===== src/rtl/decoder3_8.sv =====
// decoder3_8: registered 3-to-8 one-hot decoder with enable; defining DECODER3_8_COMB_OUT_EN adds the zero-latency y_comb output
module decoder3_8 #(
  parameter bit OUT_ACTIVE_LOW = 1'b0
) (
  input  logic       clk,
  input  logic       rst,
  input  logic [2:0] sel,
  input  logic       En,
  output logic [7:0] y
`ifdef DECODER3_8_COMB_OUT_EN
  ,
  output logic [7:0] y_comb
`endif
);
  localparam logic [7:0] POL = OUT_ACTIVE_LOW ? 8'hFF : 8'h00;
  logic [7:0] dec, y_d, y_q;
  // one-hot decode of the current select, all lines deasserted when disabled
  always_comb begin
    dec = 8'h00;
    if (En)
      case (sel)
        3'd0: dec = 8'h01;
        3'd1: dec = 8'h02;
        3'd2: dec = 8'h04;
        3'd3: dec = 8'h08;
        3'd4: dec = 8'h10;
        3'd5: dec = 8'h20;
        3'd6: dec = 8'h40;
        3'd7: dec = 8'h80;
        default: dec = 8'h00;
      endcase
  end
  assign y_d = dec ^ POL;
  // register the decode; reset returns every line to its deasserted level
  always_ff @(posedge clk) y_q <= rst ? POL : y_d;
  assign y = y_q;
`ifdef DECODER3_8_COMB_OUT_EN
  assign y_comb = y_d;
`endif
endmodule


===== config.mk =====
export PLATFORM = sky130hd
export DESIGN_NAME = decoder3_8
export DESIGN_NICKNAME = d
export VERILOG_FILES = /design/src/rtl/decoder3_8.sv
export SDC_FILE = /design/constraint.sdc
export NUM_CORES = 1
export LEC_CHECK = 0
export ABC_AREA = 1
export CORE_AREA = 2 2 39 41
export CTS_CLUSTER_DIAMETER = 100
export DETAILED_ROUTE_END_ITERATION = 8
export DIE_AREA = 0 0 41 43
export GPL_TIMING_DRIVEN = 1
export HOLD_SLACK_MARGIN = 0.15
export PLACE_DENSITY = 0.42
export SYNTH_ARGS = -nofsm -noshare
export SYNTH_HDL_FRONTEND = slang
export SYNTH_SLANG_ARGS = --single-unit

===== constraint.sdc =====
create_clock -name clk -period 0.8 [get_ports clk]
set_input_delay 0.12 -clock clk [delete_from_list [all_inputs] [get_ports clk]]
set_output_delay 0.12 -clock clk [all_outputs]
set_load 0.02 [all_outputs]

# Word level (Yosys, flattened, before mapping)
# Memories as Yosys holds them, arrays and structs flattened. A register that Yosys moved wholly into a read port is not among the register bits.
# Cells that the tools add are included.
[classes]
n_reduce_logical = 1
n_bitwise = 1
[op_table]
columns = ["op", "n"]
rows = [
  ["OR reduction 2 bit", 1],
  ["inverter 1 bit", 1],
]
[word_totals]
mem_count = 1
wordCells = 3
mem_bits_ro = 64
regBits = 0
input_bits = 6
out_inout_bits = 8
[mem_list]
columns = ["memory", "depth", "word_bits", "read_ports", "rd_clocked_by_memory_dff", "write_ports", "line_no", "text"]
rows = [
  ["(name not given)", 8, 8, 1, 1, 0, "21", "case (sel)"],
]

# Depth between registers and ports, before layout
[depth]
depth_word = 2
ltp_mapped = 3
mapped_depth_nobuf = 3

# Least setup slack after synthesis
# OpenSTA, ideal clock, no wires.
[synth_timing]
path_kind = "reg-to-output"
startpoint = "register y_q[0] (netlist: y[0])"
endpoint = "output y[0]"
n_path_buf = 0
stages_incl_launch_ff = 1
arrival_ps = 395
required_time_ps = 680
path_slack_ps = 285
cell_sequence = "dfxtp_1"
[synth_lines]
columns = ["element", "line_no", "text"]
rows = [
  ["start, declared", "16", "logic [7:0] dec, y_d, y_q;"],
  ["end, declared", "9", "output logic [7:0] y"],
]
# No word-level cell between the ends.

# Worst setup path after layout
[layout_timing]
startpoint = "register y_q[5] (netlist: y[5])"
endpoint = "output y[5]"
# No word-level cell between the ends.

==> flow_summary.json <==
{
  "cts_sinks": 8,
  "post_route_setup_tns_ns": -0.00152,
  "cts_buffer_depth": 2,
  "io_buffer_count": 13,
  "number_of_flip_flops_and_latches_in_the_synthesized_netlist": 8,
  "critical_path.startpoint_type": "register",
  "core-area_sq_um": 1380,
  "tritoncts_clock_tree": "yes",
  "gr_ovfl_total": 0,
  "sw_frac_of_total_pct": 20.5,
  "finalCoreUtilization_pct": 31.3,
  "highest_metal_layer_with_signal_wires": "met4",
  "power_leakage_nw": 0.195,
  "failing_checks": "negative setup slack",
  "starting_density_pct": 17.4,
  "largest_register_ffs": 8,
  "root_buffer": "sky130_fd_sc_hd__clkbuf_4",
  "remaining_drc_errors": 0,
  "antenna_found_initial": 0,
  "power_switching_mw": 0.160,
  "power_density_nw_per_um2": 1800,
  "syn_avg_cell_area_sq_um": 9.24,
  "global_route_wire_length_before_repair_um": 572,
  "routed-via-count": 208,
  "cts_inserted_buffers": 3,
  "yosysTopAreaCell": "sky130_fd_sc_hd__dfxtp_1",
  "dpl.cell_count": 55,
  "depth_of_the_worst_hold_timing_path": 3,
  "clkPwrFrac_pct": 37.7,
  "synth.lib_cells_used.distinct": 6,
  "grt.total_usage_pct": 5.73,
  "clk_transition_reported_paths_ns": 0.05,
  "mappedNetlistNets": 32,
  "floorplan.io_pins": 14,
  "cts_hold_repair.buffers": 0,
  "final_nets": 50,
  "die_w_um": 41,
  "arrival_ns": 0.68,
  "min_from": "sel[1]",
  "ys_seq_area_share_pct": 66.7,
  "htreeDepth": 1,
  "synthCells": 26,
  "slowest_cell_on_the_critical_path": "sky130_fd_sc_hd__dfxtp_2",
  "max-vdd-ir-drop_uv": 460,
  "share_seq_of_total_power_pct": 52.6,
  "wirelength_met1_um": 148,
  "dieArea_sq_um": 1760,
  "fp.dieH_um": 43,
  "timing.critical_path.buf_inv": 1,
  "timing_hold_violations_final": 0,
  "largest_net_degree_at_the_start_of_global_routing": 5,
  "wl_met2_um": 176,
  "internal_power_mw": 0.619,
  "worstSetupEndpointType": "output pin",
  "final_setup_violation_count": 1,
  "drive_above_1_share_pct": 52.4,
  "comb_power_share_pct": 9.7,
  "detailedRoute.firstPassIterationCount": 2,
  "post_synth_main_area_contributors": "sky130_fd_sc_hd__dfxtp_1 67%, sky130_fd_sc_hd__nor2_1 13%, sky130_fd_sc_hd__nand3_2 8.3%",
  "grt_pass1_vias": 169,
  "crit_fanout": 1,
  "area_growth_syn_to_layout_pct": 80.2,
  "wl_met3_um": 48,
  "finalCritPeriodShare_pct": 100,
  "min_path_type": "in -> reg",
  "placement_rows": 14,
  "layout.cells.non_filler": 58,
  "mappedNetlistArea_sq_um": 240,
  "crit_chain": "buf_6",
  "wire_per_inst_um": 6.76,
  "routabilityCongestion": 0.749,
  "finalWorstPathRequiredPeriod_ns": 0.802,
  "final_max_tran_viols": 0,
  "number_of_synthesis_warnings": 0,
  "timing.hold.ws_ns": 0.478,
  "postRouteAntennaNets": 0,
  "path_delay_family": "flip-flops",
  "max_clock_freq_ghz": 1.25,
  "antenna_cells_inserted": 0,
  "fillers": 151,
  "max_stage_delay_ns": 0.31,
  "place.detailed.hpwl_um": 333,
  "hold_end": "y[7]",
  "slew_worst_pin_ns": 0.108,
  "leading_cell_types_in_the_layout_fill_and_taps_excluded": "8 x sky130_fd_sc_hd__nor2_1, 8 x sky130_fd_sc_hd__buf_6, 8 x sky130_fd_sc_hd__dfxtp_2",
  "grt_setup_unrepaired": "yes",
  "placedInstanceArea_sq_um": 390,
  "synth.top_cell.area_share_pct": 66.7,
  "outcome": "finished, violations left",
  "timing.max_cap.violations": 0,
  "drt_wirelength_um": 392,
  "drt_via_density": 3.59,
  "crit_type": "reg -> out",
  "detailedRoute.firstIterationViolations": 1,
  "final_design_area_no_fill_sq_um": 433,
  "timing.critical_path.required_ns": 0.68,
  "fin_worst_setup_slack_ns": -0.00152,
  "worst_slew_margin_rel_pct": 92.8
}
==> how the worst max path moves through the flow <==
stage                     start    to  slack [ns]  cells after the start
after floorplan            y[0]  y[0]        0.28                      0
after global placement     y[1]  y[1]       -0.20                      1
after detailed placement   y[5]  y[5]       -0.21                      1
after CTS                  y[5]  y[5]       -0.01                      1
after global routing       y[6]  y[6]       -0.02                      1
final                      y[5]  y[5]      -0.002                      1
==> layer usage <==
| metal | track usage (%) | vias up |
|---|---|---|
| li1 | - | 109 |
| met1 | 4.53 | 82 |
| met2 | 6.56 | 13 |
| met3 | 2.09 | 4 |
| met4 | 12.0 | 0 |
| met5 | 0 | - |
==> repair_timing <==
action / CTS / global route
endpoints found under the hold margin: 0 / 0
gates resized for setup: 56 / 0
endpoints found under the setup margin: 8 / 8
setup buffers: 0 / 0
==> power by group through the flow <==
stage / Combinational [mW] / Sequential [mW] / Clock, mW
floorplan: 0.0206 / 0.424 / 0
global placement: 0.0743 / 0.415 / 0
detailed placement: 0.0743 / 0.416 / 0
CTS: 0.0759 / 0.410 / 0.311
global route: 0.0817 / 0.410 / 0.327
finish: 0.0752 / 0.410 / 0.294
==> cells by family after synthesis <==
group	after synthesis	synth area share, %
buffers and inverters	4	6.25
flip-flops	8	66.7
AND/OR/NAND/NOR	14	27.1
==> cells in the mapped netlist <==
cell,count
sky130_fd_sc_hd__inv_2,1
sky130_fd_sc_hd__nor2_1,8
sky130_fd_sc_hd__dfxtp_1,8
sky130_fd_sc_hd__nand3_2,2
sky130_fd_sc_hd__inv_1,3
sky130_fd_sc_hd__nand2_1,4
==> stage by stage <==
step / power (mW) / setup slack [ns]
3_3_place_gp: 0.489 / -0.198
2_1_floorplan: 0.445 / 0.285
5_1_grt: 0.819 / -0.0215
3_5_place_dp: 0.490 / -0.206
4_1_cts: 0.797 / -0.0123
6_report: 0.779 / -0.00152
==> cell type report <==
cell class	instances	area [sq um]	share of cell area, %
clock buffers	3	22.5	5.20
inverters	4	15.0	3.47
multi-input cells	14	65.1	15.0
flip-flops and latches	8	170	39.3
well taps	16	20.0	4.62
repair buffers	13	140	32.4
Note: power is estimated with default switching activity, not from simulation.
